--- config.mk ---
export PLATFORM = sky130hd
export DESIGN_NAME = dpram_rd_engine_flat
export DESIGN_NICKNAME = d
export VERILOG_FILES = /design/src/rtl/dpram_rd_pkg.sv /design/src/rtl/dpram_rd_engine_if.sv /design/src/rtl/rd_skid_fifo.sv /design/src/rtl/dpram_rd_engine.sv /design/src/flat_wrapper.sv
export SDC_FILE = /design/constraint.sdc
export NUM_CORES = 1
export LEC_CHECK = 0
export BUFFER_PORTS_ARGS = -buffer_cell sky130_fd_sc_hd__buf_2
export CAP_MARGIN = 10
export CORE_UTILIZATION = 45
export CTS_BUF_LIST = sky130_fd_sc_hd__clkbuf_4
export DETAILED_ROUTE_END_ITERATION = 8
export PLACE_DENSITY = 0.67
export SETUP_SLACK_MARGIN = 0.1
export SLEW_MARGIN = 40
export SYNTH_ARGS = -nofsm -noshare
export SYNTH_HDL_FRONTEND = slang
export SYNTH_SLANG_ARGS = --single-unit
--- constraint.sdc ---
create_clock -name clk -period 1.84 [get_ports clk]
set_input_delay 0.184 -clock clk [delete_from_list [all_inputs] [get_ports clk]]
set_output_delay 0.184 -clock clk [all_outputs]
set_load 0.02 [all_outputs]
--- src/rtl/dpram_rd_pkg.sv ---
// Shared types and defaults for the dual-port RAM burst read engine.
// Holds the FSM state encoding, default widths and the skid FIFO depth.
// Imported by the interface, the skid FIFO and the engine top.
package dpram_rd_pkg;

   typedef enum logic [1:0] {
      IDLE  = 2'd0,
      READ  = 2'd1,
      DRAIN = 2'd2
   } state_t;

   localparam int DEF_AW     = 9;
   localparam int DEF_DW     = 16;
   localparam int DEF_LW     = 9;
   localparam int FIFO_DEPTH = 2;

endpackage

--- src/rtl/dpram_rd_engine_if.sv ---
// Command and output-stream bundle of the burst read engine.
// master: scheduler/egress side (offers commands, accepts words).
// slave : the engine (accepts commands, presents words).
interface dpram_rd_engine_if #(
   parameter int AW = 9,
   parameter int DW = 16,
   parameter int LW = 9
);
   logic          cmd_valid;
   logic          cmd_ready;
   logic [AW-1:0] cmd_addr;
   logic [LW-1:0] cmd_len;
   logic          out_valid;
   logic          out_ready;
   logic [DW-1:0] out_data;
   logic          out_last;

   modport master (
      output cmd_valid, cmd_addr, cmd_len, out_ready,
      input  cmd_ready, out_valid, out_data, out_last
   );

   modport slave (
      input  cmd_valid, cmd_addr, cmd_len, out_ready,
      output cmd_ready, out_valid, out_data, out_last
   );
endinterface

--- src/rtl/rd_skid_fifo.sv ---
// Two-entry FIFO holding read data plus its last flag.
// Latency: a pushed word is visible at the head the cycle after the push.
// Backpressure: none internally; the engine's credit rule keeps it from overflowing.
module rd_skid_fifo
   import dpram_rd_pkg::*;
#(
   parameter int W = DEF_DW + 1
) (
   input  logic         clk,
   input  logic         rst_n,
   input  logic         push,
   input  logic [W-1:0] push_dat,
   input  logic         pop,
   output logic [1:0]   count,
   output logic [W-1:0] head_dat
);
   logic [W-1:0] mem [FIFO_DEPTH];
   logic         wr_ptr;
   logic         rd_ptr;

   // Storage, pointers and occupancy; push and pop may coincide
   always_ff @(posedge clk or negedge rst_n) begin
      if (!rst_n) begin
         for (int i = 0; i < FIFO_DEPTH; i++) mem[i] <= '0;
         wr_ptr <= 1'b0;
         rd_ptr <= 1'b0;
         count  <= '0;
      end else begin
         if (push) begin
            mem[wr_ptr] <= push_dat;
            wr_ptr      <= ~wr_ptr;
         end
         if (pop) rd_ptr <= ~rd_ptr;
         count <= count + {1'b0, push} - {1'b0, pop};
      end
   end

   assign head_dat = mem[rd_ptr];
endmodule

--- src/rtl/dpram_rd_engine.sv ---
// Burst read engine: turns (addr, len) commands into sequential RAM reads and a last-flagged stream.
// Latency: accept -> ram_re next cycle -> out_valid one cycle later; len words finish len+2 cycles after accept.
// Backpressure: reads issue only while FIFO occupancy + in-flight read < 2. Optional DPRAM_RD_STAT_EN adds stats.
module dpram_rd_engine
   import dpram_rd_pkg::*;
#(
   parameter int AW = DEF_AW,
   parameter int DW = DEF_DW,
   parameter int LW = DEF_LW
) (
   input  logic          clk,
   input  logic          rst_n,
   dpram_rd_engine_if.slave bus,
   output logic          ram_re,
   output logic [AW-1:0] ram_raddr,
   input  logic [DW-1:0] ram_dout,
   output logic          done
`ifdef DPRAM_RD_STAT_EN
   ,
   output logic [31:0]   stat_words,
   output logic [15:0]   stat_bursts
`endif
);
   state_t        state;
   logic [AW-1:0] addr_q;
   logic [LW-1:0] rem_q;
   logic          cmd_ready_q;
   logic          done_q;
   logic          inflight_q;
   logic          inflight_last_q;

   logic [1:0]    fifo_cnt;
   logic [DW:0]   head_dat;
   logic          head_vld;
   logic          push;
   logic          pop;
   logic          issue;
   logic          accept;
   logic          xfer;

   assign accept   = bus.cmd_valid & cmd_ready_q;
   assign xfer     = bus.out_valid & bus.out_ready;
   assign head_vld = (fifo_cnt != 2'd0);

   // A read may go out only if its word is guaranteed a FIFO slot whatever out_ready does
   assign issue = (state == READ) && (rem_q != '0) &&
                  ((fifo_cnt + {1'b0, inflight_q}) < 2'd2);

   assign ram_re        = issue;
   assign ram_raddr     = addr_q;
   assign bus.cmd_ready = cmd_ready_q;
   assign done          = done_q;

   // Output head: FIFO word first; with an empty FIFO the arriving RAM word passes straight through.
   // A bypassed word that is not taken is pushed, so the next cycle shows the same word from the FIFO.
   always_comb begin
      bus.out_valid = head_vld | inflight_q;
      bus.out_data  = '0;
      bus.out_last  = 1'b0;
      if (head_vld) begin
         bus.out_data = head_dat[DW-1:0];
         bus.out_last = head_dat[DW];
      end else if (inflight_q) begin
         bus.out_data = ram_dout;
         bus.out_last = inflight_last_q;
      end
      pop  = head_vld & bus.out_ready;
      push = inflight_q & (head_vld | ~bus.out_ready);
   end

   rd_skid_fifo #(.W(DW + 1)) u_fifo (
      .clk      (clk),
      .rst_n    (rst_n),
      .push     (push),
      .push_dat ({inflight_last_q, ram_dout}),
      .pop      (pop),
      .count    (fifo_cnt),
      .head_dat (head_dat)
   );

   // Command FSM with address/length counters, in-flight tracking and registered ready/done
   always_ff @(posedge clk or negedge rst_n) begin
      if (!rst_n) begin
         state           <= IDLE;
         addr_q          <= '0;
         rem_q           <= '0;
         cmd_ready_q     <= 1'b0;
         done_q          <= 1'b0;
         inflight_q      <= 1'b0;
         inflight_last_q <= 1'b0;
      end else begin
         done_q          <= 1'b0;
         inflight_q      <= issue;
         inflight_last_q <= issue && (rem_q == LW'(1));
         case (state)
            IDLE: begin
               // ready drops for the accept cycle and the done cycle that follows
               cmd_ready_q <= 1'b1;
               if (accept) begin
                  addr_q      <= bus.cmd_addr;
                  rem_q       <= bus.cmd_len;
                  cmd_ready_q <= 1'b0;
                  if (bus.cmd_len == '0) done_q <= 1'b1;
                  else                   state  <= READ;
               end
            end
            READ: begin
               cmd_ready_q <= 1'b0;
               if (issue) begin
                  addr_q <= addr_q + AW'(1);
                  rem_q  <= rem_q - LW'(1);
                  if (rem_q == LW'(1)) state <= DRAIN;
               end
            end
            DRAIN: begin
               cmd_ready_q <= 1'b0;
               if (xfer && bus.out_last) begin
                  done_q <= 1'b1;
                  state  <= IDLE;
               end
            end
            default: begin
               cmd_ready_q <= 1'b0;
               state       <= IDLE;
            end
         endcase
      end
   end

`ifdef DPRAM_RD_STAT_EN
   // Delivered-word counter (saturating) and done-pulse counter (wrapping)
   always_ff @(posedge clk or negedge rst_n) begin
      if (!rst_n) begin
         stat_words  <= '0;
         stat_bursts <= '0;
      end else begin
         if (xfer && (stat_words != 32'hFFFF_FFFF)) stat_words <= stat_words + 32'd1;
         stat_bursts <= stat_bursts + {15'd0, done_q};
      end
   end
`endif
endmodule

--- src/flat_wrapper.sv ---
// flat-port wrapper written by rule: the top's interface ports become plain ports
module dpram_rd_engine_flat import dpram_rd_pkg::*;
#(
   parameter int AW = DEF_AW,
   parameter int DW = DEF_DW,
   parameter int LW = DEF_LW
)
  (clk, rst_n, ram_re, ram_raddr, ram_dout, done, bus_cmd_valid, bus_cmd_addr, bus_cmd_len, bus_out_ready, bus_cmd_ready, bus_out_valid, bus_out_data, bus_out_last);
  dpram_rd_engine_if #(.AW(AW), .DW(DW), .LW(LW)) bus_i ();
  input  logic clk;
  input  logic rst_n;
  output logic ram_re;
  output logic [AW-1:0] ram_raddr;
  input  logic [DW-1:0] ram_dout;
  output logic done;
  input wire logic [$bits(bus_i.cmd_valid)-1:0] bus_cmd_valid;
  input wire logic [$bits(bus_i.cmd_addr)-1:0] bus_cmd_addr;
  input wire logic [$bits(bus_i.cmd_len)-1:0] bus_cmd_len;
  input wire logic [$bits(bus_i.out_ready)-1:0] bus_out_ready;
  output wire logic [$bits(bus_i.cmd_ready)-1:0] bus_cmd_ready;
  output wire logic [$bits(bus_i.out_valid)-1:0] bus_out_valid;
  output wire logic [$bits(bus_i.out_data)-1:0] bus_out_data;
  output wire logic [$bits(bus_i.out_last)-1:0] bus_out_last;
  assign bus_i.cmd_valid = bus_cmd_valid;
  assign bus_i.cmd_addr = bus_cmd_addr;
  assign bus_i.cmd_len = bus_cmd_len;
  assign bus_i.out_ready = bus_out_ready;
  assign bus_cmd_ready = bus_i.cmd_ready;
  assign bus_out_valid = bus_i.out_valid;
  assign bus_out_data = bus_i.out_data;
  assign bus_out_last = bus_i.out_last;
  dpram_rd_engine #(.AW(AW), .DW(DW), .LW(LW)) u_core (.clk(clk), .rst_n(rst_n), .bus(bus_i), .ram_re(ram_re), .ram_raddr(ram_raddr), .ram_dout(ram_dout), .done(done));
endmodule
==> impl_metrics.yaml, run 1 <==
timing:
  finalWorstSetupSlack_ns: 0.0182
  rsz0062_at_grt: "yes"
  period_minus_slack_ns: 1.82
  holdWs_ns: 0.0294
  tightest_slew_ns: 0.337
  maxSlewViolCount: 0
  fin_crit_sh: 0.990
  setup_viol: 0
  relSlewSlack: 0.775
  max_freq_mhz: 549
  fin_skew_ns: 0.0117
  hold_viol: 0
power:
  clkPwrFrac: 0.097
  peakVddDrop_v: 0.000905
  p_leak_nw: 2.06
  seq_power_share: 0.261
  p_comb_frac: 0.643
  p_sw_frac: 0.434
  p_sw_mw: 4.21
  power.density_mw_per_mm2: 2100
  intPower_mw: 5.50
die:
  rows: 31
  io_pins: 68
  start_util: 0.468
  die_x_um: 89.1
  coreArea_mm2: 0.00729
  dieArea_mm2: 0.00794
  die_h_um: 89.1
cts:
  cts_tree: "done"
  root_buffer: "clkbuf_4"
  cts_buffers: 9
  cts_max_level: 3
  cts.reportedPaths.clkPinSlew_ns: 0.11
  cts.sinks: 62
  clockBufferDepth: 2
  clk_latency_ns: 0.41
final_layout:
  multi_input_area_mm2: 0.00196
  seq_area_mm2: 0.00156
  fillers: 621
  final_nets: 473
  drive_gt1_frac: 0.463
  diodes: 0
  area_delta_synth_final_pct: 35.6
critical_path:
  timing.rr.end: "u_core.rem_q[7]$_DFFE_PN0P_"
  cp_common_cell: "buf_6"
  r2r_slack_ns: 0.06
  setup.worst_path.class: "reg2out"
  cp-start-kind: "flop"
  cp_max_fo: 4
  r2r.worst_path.cells: 6
  path_cells: "nand2_2 > xor2_1 > buf_4 > nand3_4 > buf_6 > inv_4 > buf_6"
  cpPeakStageDelay_ns: 0.46
  crit_path_top_delay_cell: "dfrtp_2"
  arrival_ns: 1.64
  worst_r2r_startpoint: "u_core.rem_q[3]$_DFFE_PN0P_"
  worstPathRequired_ns: 1.66
  cp-end-kind: "output pin"
route:
  drt_first_pass_iters: 4
  vias_per_cell: 5.71
  finalWirelength_mm: 9.12
  routedWlPerCell_um: 17.1
  vias: 3042
  dr.first_iter.drc_count: 129
  ant_nets: 0
  drc_errors: 0
global_route:
  use_met3: 0.0332
  grt_pass1_vias: 2789
  grt_util_all_layers: 0.229
  grt_max_degree: 63
  antenna_found_initial: 0
  grt_pass1_wl_mm: 13.6
  met2_usage: 0.382
  met1_usage: 0.300
  overflow: 0
  grt-busiest-layer: "met2"
worst_hold_path:
  hold_class: "in2reg"
  hold_depth: 2
  min_from: "ram_dout[0]"
  worstHoldEndpoint: "u_core.u_fifo.mem[0]$_DFFE_PN0P_"
yosys:
  syn_inst: 331
  yosysTopAreaCellShare: 0.455
  ys_ff_latch: 62
  ys_top_cells_by_area: "dfrtp_1, mux2_2, mux2i_1, nand3_1, o21ai_0"
  synthArstFlopShare: 1.00
  synth_area_per_cell_um2: 10.3
  yosys_warnings: 0
  synth.yosys.seq_area_share: 0.455
  synth_ff_type: "dfrtp_1"
  mappedNetlistArea_mm2: 0.00341
  synth_edf_count: 0
  yosysTopAreaCell: "dfrtp_1"
  syn_nets: 375
  synth_cell_type_count: 52
placed_design:
  post-place-ws_ns: 0.151
  place_congestion: 0.900
  port-buffer-count: 67
  dpl.hpwl_mm: 5.64
run:
  max_cap_violations: 0
run_status:
  outcome: "complete, no violations"
## power groups by stage
| stage | combinational (mW) | clock (mW) | sequential, mW |
|---|---|---|---|
| 2_1_floorplan | 3.26 | 0 | 2.52 |
| 3_3_place_gp | 4.66 | 0 | 2.45 |
| 3_5_place_dp | 4.76 | 0 | 2.48 |
| 4_1_cts | 5.33 | 0.955 | 2.47 |
| 5_1_grt | 6.71 | 1.02 | 2.62 |
| 6_report | 6.24 | 0.937 | 2.53 |
## sequential cells by signal, indices dropped and copies added (netlist names)
| signal | cells |
|---|---|
| u_core.inflight_last_q | 1 |
| u_core.u_fifo.mem | 34 |
| u_core.u_fifo.count | 2 |
| u_core.bus.cmd_ready | 1 |
| u_core.ram_raddr | 9 |
| u_core.u_fifo.rd_ptr | 1 |
| u_core.u_fifo.wr_ptr | 1 |
| u_core.done | 1 |
| u_core.rem_q | 9 |
| u_core.state | 2 |
| u_core.inflight_q | 1 |
## routing by layer
| metal | share of wire | vias up |
|---|---|---|
| met3 | 0.050 | 23 |
| met5 | 0 | - |
| li1 | - | 1428 |
| met4 | 0.025 | 0 |
| met2 | 0.50 | 101 |
| met1 | 0.43 | 1490 |
## cells in the mapped netlist (2+ instances only)
master     number
dfrtp_1        62
buf_2           6
a2bb2oi_1       5
or3_1           4
nor3_2          2
nor3_1          6
nor2_1         21
ha_1            6
o32ai_1         2
inv_1          13
mux2i_1        22
nand3_1        22
a211oi_1        4
nor2b_1         3
clkbuf_1        7
o22ai_1         9
xor2_1          2
buf_1           3
o21ai_1         2
nor4_1          4
nand3_2         2
a21oi_1        12
o21ai_0        22
nor3b_1         3
nand4_1         8
o22a_1          4
nand2_1        12
a311oi_1        3
mux2_2         34
a221oi_1        2
xnor2_1         3
## worst max-delay path: cells and delay by family, from the launching register on
family                 cells  cell delay [ns]
flip-flops                 1             0.46
buffers and inverters      4             0.46
XOR/XNOR                   1             0.16
AND/OR/NAND/NOR            2             0.15
## stage by stage
stage / TNS (ns) / util / power [mW] / area, um2 / instances
6_report: 0 / 0.635 / 9.71 / 4630 / 533
5_1_grt: -0.0807 / 0.635 / 10.3 / 4630 / 533
4_1_cts: 0 / 0.589 / 8.76 / 4300 / 526
3_5_place_dp: 0 / 0.546 / 7.24 / 3980 / 502
3_3_place_gp: 0 / 0.546 / 7.11 / 3980 / 502
2_1_floorplan: 0 / - / 5.78 / 3410 / 331
## logic make-up after synthesis
group	after synthesis	share of synthesized area
simple gates	96	0.151
compound gates	74	0.143
flops	62	0.455
mux	56	0.177
buf+inv	32	0.0407
fa+ha+maj	6	0.0220
xor+xnor	5	0.0128
## how the worst max path moves through the flow
stage                                      from                               to  slack [ns]
6_report       u_core.u_fifo.count[0]$_DFF_PN0_                           ram_re        0.02
5_1_grt             u_core.rem_q[2]$_DFFE_PN0P_                           ram_re       -0.03
4_1_cts        u_core.u_fifo.count[0]$_DFF_PN0_                           ram_re        0.02
3_5_place_dp        u_core.rem_q[4]$_DFFE_PN0P_      u_core.rem_q[7]$_DFFE_PN0P_        0.15
3_3_place_gp   u_core.u_fifo.count[1]$_DFF_PN0_                     bus_out_last        0.18
2_1_floorplan       u_core.rem_q[0]$_DFFE_PN0P_  u_core.ram_raddr[7]$_DFFE_PN0P_        0.17
## layout by cell type, fill, tap and decap left out, drive strengths merged, types with 2 or more instances in the layout
cell	instances
a221oi	3
ha	6
nand3	24
o22a	4
a211oi	4
nand4	9
nor4	4
nor2b	3
or3	4
buf	103
nor3	8
a21oi	13
xnor2	3
o22ai	9
and2	2
o32ai	2
clkbuf	12
clkinv	3
o21ai	24
xor2	2
a311oi	3
a2bb2oi	5
inv	14
mux2	34
mux2i	22
nor3b	3
dfrtp	62
nand2	13
nor2	23
## final cells by class
class	instances	share of cell area
repair buffers	105	0.173
multi-input cells	237	0.423
clock inverters	5	0.0108
clock buffers	11	0.0178
well taps	99	0.0268
flip-flops and latches	62	0.336
inverters	14	0.0119
## repair_timing
| action | CTS | global route |
|---|---|---|
| endpoints found under the hold margin | 62 | 0 |
| hold buffers | 1 | 0 |
| setup buffers | 6 | 6 |
| resized for setup | 34 | 75 |
| endpoints found under the setup margin | 18 | 54 |
| pin swaps | 4 | 14 |
| cloned | 1 | 1 |
(Power assumes the default switching activity.)
==> inputs of run 2 (changes only) <==
--- a/config.mk
+++ b/config.mk
@@ -5,6 +5,7 @@
 export SDC_FILE = /design/constraint.sdc
 export NUM_CORES = 1
 export LEC_CHECK = 0
+export ABC_AREA = 1
 export BUFFER_PORTS_ARGS = -buffer_cell sky130_fd_sc_hd__buf_2
 export CAP_MARGIN = 10
 export CORE_UTILIZATION = 45
==> impl_metrics.yaml, run 2 <==
die:
  die_h_um: 88.5
  dieArea_mm2: 0.00783
  die_x_um: 88.5
  start_util: 0.464
  coreArea_mm2: 0.00725
  io_pins: 68
  rows: 31
global_route:
  grt_util_all_layers: 0.223
  overflow: 0
  antenna_found_initial: 0
  grt_pass1_vias: 2899
  grt_max_degree: 63
  grt_pass1_wl_mm: 13.3
yosys:
  yosys_warnings: 0
  ys_top_cells_by_area: "dfrtp_1, nand2_1, o21ai_0, inv_1, nor2_1"
  synth_cell_type_count: 30
  yosysTopAreaCellShare: 0.461
  synth_compound_area_frac: 0.153
  synth_edf_count: 0
  synth_top_family_by_area: "simple AND/OR/NAND/NOR gates"
  synthMuxAreaShare: 0.00669
  ys_ff_latch: 62
  syn_inst: 448
  synthAdderAreaFrac: 0.0223
  yosys.area_share.xor_xnor: 0.0104
  syn_nets: 492
  synth_ff_type: "dfrtp_1"
  synth_area_per_cell_um2: 7.51
  synthArstFlopShare: 1.00
  yosysMostFrequentCell: "nand2_1"
  synth_simple_gate_area_share: 0.268
  yosysTopAreaCell: "dfrtp_1"
  mappedNetlistArea_mm2: 0.00337
  synth.yosys.seq_area_share: 0.461
  synth.top_cells.by_count: "nand2_1, dfrtp_1, inv_1, o21ai_0, nor2_1"
route:
  drt_first_pass_iters: 4
  dr.first_iter.drc_count: 191
  routedWlPerCell_um: 12.7
  drc_errors: 0
  vias: 3224
  vias_per_cell: 5.05
  ant_nets: 0
  finalWirelength_mm: 8.10
final_layout:
  final_nets: 579
  diodes: 0
  layout_commonest_cell: "nand2_1"
  drive_gt1_frac: 0.298
  top_register: "u_core.u_fifo.mem"
  finish.utilization: 0.604
  final_cell_mix: "nand2_1, dfrtp_1, buf_2, nor2_1, inv_1"
  largest_register_ff_count: 34
  fin_area_mm2: 0.00438
  area_delta_synth_final_pct: 30.1
cts:
  cts.sinks: 62
  cts.reportedPaths.clkPinSlew_ns: 0.11
  cts_buffers: 9
  root_buffer: "clkbuf_4"
  clockBufferDepth: 2
  cts_max_level: 3
  cts_tree: "done"
  clk_latency_ns: 0.39
timing:
  maxSlewViolCount: 0
  fin_skew_ns: 0.00856
  hold_viol: 0
  max_freq_mhz: 577
  fin_crit_sh: 0.943
  setup_viol: 0
  setup_total_negative_slack_ns: 0
  holdWs_ns: 0.0833
  relSlewSlack: 0.772
  rsz0062_at_grt: "yes"
  tightest_slew_ns: 0.342
  period_minus_slack_ns: 1.73
critical_path:
  worstPathRequired_ns: 1.66
  critPathTopFamily: "flip-flops"
  cp-start-kind: "flop"
  arrival_ns: 1.55
  cpPeakStageDelay_ns: 0.41
  cp_max_fo: 16
  setup.worst_path.class: "reg2out"
  path_cells: "inv_2 > nand2_4 > nor2_4 > inv_6 > o22ai_2 > buf_6"
  cp_num_buf_inv: 3
  cp-end-kind: "output pin"
  crit_path_top_delay_cell: "dfrtp_1"
placed_design:
  placed_area_mm2: 0.00385
  port-buffer-count: 67
  dpl.hpwl_mm: 5.24
  place_congestion: 0.833
run:
  max_cap_violations: 0
power:
  p_comb_frac: 0.610
  power_mw: 8.76
  intPower_mw: 4.73
  clkPwrFrac: 0.107
  p_leak_nw: 2.23
  peakVddDrop_v: 0.000857
  power.density_mw_per_mm2: 2000
  p_sw_mw: 4.04
  seq_power_share: 0.283
  p_sw_frac: 0.460
run_status:
  outcome: "complete, no violations"
worst_hold_path:
  hold_class: "in2reg"
[run 2: cell families (layout without fill, tap and decap cells)]
group,Yosys count,in the layout
and+or+nand+nor,222,222
AOI/OAI and AO/OA,88,88
buffers and inverters,64,156
DFF,62,62
adders and majority gates,6,6
xor gates and xnor gates,4,4
muxes,2,2
[run 2: cell type report]
class	instances	area, um2
clock buffer	10	75.1
clock inverter	6	62.6
fill	670	2880
inverter	48	186
multi-input combinational	322	1700
sequential	62	1550
tap	99	124
timing repair buffer	92	677
[run 2: worst register-to-register path: stages, from the launching register on]
cell and delay [ns]:
dfrtp_1 0.40, buf_4 0.15, nor2_4 0.04, nand2_1 0.09, nand2_2 0.07, buf_4 0.14
nor2_2 0.10, buf_4 0.24, mux2_2 0.36
[run 2: final timing paths]
| check | start | cells past startpoint | endpoint | slack, ns |
|---|---|---|---|---|
| worst min-delay path | ram_dout[6] | 3 | u_core.u_fifo.mem[23]$_DFFE_PN0P_ | 0.08 |
| max in group asynchronous | rst_n | 3 | u_core.u_fifo.mem[32]$_DFFE_PN0P_ | 1.24 |
| worst max-delay path | u_core.u_fifo.count[1]$_DFF_PN0_ | 6 | bus_out_data[3] | 0.11 |
| worst min register to register | u_core.rem_q[8]$_DFFE_PN0P_ | 2 | u_core.rem_q[8]$_DFFE_PN0P_ | 0.48 |
| worst max register to register | u_core.u_fifo.count[0]$_DFF_PN0_ | 8 | u_core.u_fifo.mem[16]$_DFFE_PN0P_ | 0.15 |
| min in group asynchronous | rst_n | 3 | u_core.u_fifo.mem[17]$_DFFE_PN0P_ | 0.30 |
[run 2: routing by layer]
metal / up-vias / routed length [um] / global-route usage
li1: 1631 / - / -
met3: 6 / 321 / 0.0448
met1: 1501 / 3670 / 0.273
met4: 0 / 61 / 0.0748
met2: 86 / 4050 / 0.393
met5: - / 0 / 0
[run 2: through the flow]
| stage | instances | setup WS, ns |
|---|---|---|
| floorplan | 448 | 0.310 |
| CTS | 633 | 0.0737 |
| global placement | 610 | 0.241 |
| detailed placement | 610 | 0.145 |
| finish | 639 | 0.105 |
| global route | 639 | 0.0197 |
[run 2: repair_timing]
| item | CTS | global route |
|---|---|---|
| cloned | 1 | 1 |
| hold buffers | 1 | 0 |
| endpoints found under the setup margin | 18 | 19 |
| resized for setup | 25 | 70 |
| pin swaps | 1 | 21 |
| hold endpoints to repair | 62 | 0 |
| setup buffers | 5 | 5 |
[run 2: power groups by stage]
| stage | Sequential (mW) | Combinational, mW | Clock [mW] |
|---|---|---|---|
| after floorplan | 2.49 | 3.01 | 0 |
| after global placement | 2.45 | 4.18 | 0 |
| after detailed placement | 2.47 | 4.27 | 0 |
| after CTS | 2.44 | 4.61 | 0.971 |
| after global routing | 2.56 | 5.94 | 1.02 |
| final | 2.48 | 5.35 | 0.936 |
==> inputs of run 3 (changes only) <==
--- a/config.mk
+++ b/config.mk
@@ -6,12 +6,13 @@
 export NUM_CORES = 1
 export LEC_CHECK = 0
 export ABC_AREA = 1
+export ABC_CLOCK_PERIOD_IN_PS = 1840
 export BUFFER_PORTS_ARGS = -buffer_cell sky130_fd_sc_hd__buf_2
 export CAP_MARGIN = 10
-export CORE_UTILIZATION = 45
+export CORE_UTILIZATION = 55
 export CTS_BUF_LIST = sky130_fd_sc_hd__clkbuf_4
 export DETAILED_ROUTE_END_ITERATION = 8
-export PLACE_DENSITY = 0.67
+export PLACE_DENSITY = 0.8
 export SETUP_SLACK_MARGIN = 0.1
 export SLEW_MARGIN = 40
 export SYNTH_ARGS = -nofsm -noshare
==> impl_metrics.yaml, run 3 (synthesis gave the netlist of run 2 again) <==
timing:
  fin_crit_sh: 0.970
  maxSlewViolCount: 0
  tightest_slew_ns: 0.414
  finalWorstSetupSlack_ns: 0.0551
  relSlewSlack: 0.724
  hold_viol: 0
  setup_viol: 0
  holdWs_ns: 0.0655
  period_minus_slack_ns: 1.78
  fin_skew_ns: 0.00939
  max_freq_mhz: 560
  rsz0062_at_grt: "yes"
die:
  coreArea_mm2: 0.00592
  io_pins: 68
  start_util: 0.568
  die_h_um: 80.2
  dieArea_mm2: 0.00644
  die_x_um: 80.2
  rows: 28
route:
  drc_errors: 0
  vias: 3245
  finalWirelength_mm: 8.06
  ant_nets: 0
  vias_per_cell: 5.33
  drt_first_pass_iters: 5
  dr.first_iter.drc_count: 189
  routedWlPerCell_um: 13.2
critical_path:
  cp_max_fo: 16
  cp-start-kind: "flop"
  timing.rr.end: "u_core.u_fifo.count[1]$_DFF_PN0_"
  r2r_slack_ns: 0.12
  cp-end-kind: "output pin"
  worstPathRequired_ns: 1.66
  path_cells: "inv_2 > nand2_4 > nor2_2 > inv_4 > o22ai_1 > buf_4"
  cpPeakStageDelay_ns: 0.42
  arrival_ns: 1.60
  setup.worst_path.class: "reg2out"
  r2r.worst_path.cells: 9
  worst_r2r_startpoint: "u_core.u_fifo.count[1]$_DFF_PN0_"
  crit_path_top_delay_cell: "dfrtp_1"
worst_hold_path:
  min_from: "ram_dout[7]"
  worstHoldEndpoint: "u_core.u_fifo.mem[24]$_DFFE_PN0P_"
  hold_depth: 3
  hold_class: "in2reg"
final_layout:
  final_nets: 573
  fillers: 473
  layout.cells.non_filler: 609
  layout_commonest_cell: "nand2_1"
  largest_register_ff_count: 34
  top_register: "u_core.u_fifo.mem"
  diodes: 0
  final_cell_mix: "nand2_1, dfrtp_1, buf_2, o21ai_0, inv_1"
  drive_gt1_frac: 0.257
  area_delta_synth_final_pct: 24.7
  seq_area_mm2: 0.00155
  multi_input_area_mm2: 0.00164
placed_design:
  port-buffer-count: 67
  post-place-ws_ns: 0.0506
  place_congestion: 0.849
  dpl.hpwl_mm: 4.99
  placed_cells: 583
global_route:
  overflow: 0
  grt_pass1_wl_mm: 13.3
  antenna_found_initial: 0
  grt_max_degree: 63
  grt_util_all_layers: 0.270
  grt_pass1_vias: 2999
power:
  power.density_mw_per_mm2: 2010
  peakVddDrop_v: 0.00108
  p_leak_nw: 2.18
cts:
  root_buffer: "clkbuf_4"
  cts_tree: "done"
  clockBufferDepth: 2
  clk_latency_ns: 0.40
  cts_buffers: 9
  cts.reportedPaths.clkPinSlew_ns: 0.10
  cts_max_level: 3
  cts.sinks: 62
run:
  max_cap_violations: 0
run_status:
  outcome: "complete, no violations"
run 3: worst max-delay path: cells and delay by family, from the launching register on:
family	cells	cell delay [ns]
AND/OR/NAND/NOR	2	0.22
AO/OA/AOI/OAI	1	0.17
buffers and inverters	3	0.40
flip-flops	1	0.42
run 3: final cells by class:
class / count / area share
inverter: 48 / 0.0441
tap: 75 / 0.0224
clock inverter: 5 / 0.0176
timing repair buffer: 85 / 0.136
multi-input combinational: 323 / 0.390
sequential: 62 / 0.370
clock buffer: 11 / 0.0197
run 3: routing by layer:
metal	vias to the layer above	track usage	wire (um)	part of all wire
li1	1615	-	-	-
met1	1484	0.335	3550	0.44
met2	123	0.459	3900	0.48
met3	23	0.0545	437	0.054
met4	0	0.111	165	0.020
met5	-	0	0	0
run 3: worst max path at each step:
stage | startpoint | endpoint | slack (ns) | cells after the start
after floorplan | u_core.u_fifo.count[0]$_DFF_PN0_ | u_core.u_fifo.count[1]$_DFF_PN0_ | 0.31 | 8
after global routing | u_core.u_fifo.count[1]$_DFF_PN0_ | bus_out_data[0] | -0.02 | 6
after CTS | u_core.u_fifo.count[0]$_DFF_PN0_ | u_core.u_fifo.count[1]$_DFF_PN0_ | 0.04 | 9
after detailed placement | u_core.rem_q[0]$_DFFE_PN0P_ | u_core.rem_q[5]$_DFFE_PN0P_ | 0.05 | 11
after global placement | u_core.rem_q[1]$_DFFE_PN0P_ | u_core.rem_q[4]$_DFFE_PN0P_ | 0.14 | 11
final | u_core.u_fifo.count[1]$_DFF_PN0_ | bus_out_data[0] | 0.06 | 6
run 3: power breakdown:
part           internal, mW  total (mW)  switching, mW
Sequential             2.00        2.46          0.458
Combinational          1.96        4.92           2.96
Clock                 0.574        1.07          0.496
run 3: repair_timing:
item	4_1_cts	5_1_grt
setup endpoints to repair	36	29
hold buffers	1	0
hold endpoints to repair	62	0
pin swaps	2	5
gates cloned	2	1
gates resized for setup	30	28
buffers inserted	4	2
run 3: per-stage QoR:
step | utilization | TNS, ns | area (um2) | power [mW]
after floorplan | - | 0 | 3370 | 5.50
after global placement | 0.642 | 0 | 3800 | 6.50
after detailed placement | 0.642 | 0 | 3800 | 6.64
after CTS | 0.690 | 0 | 4090 | 8.11
after global routing | 0.709 | -0.0279 | 4200 | 9.11
final | 0.709 | 0 | 4200 | 8.45
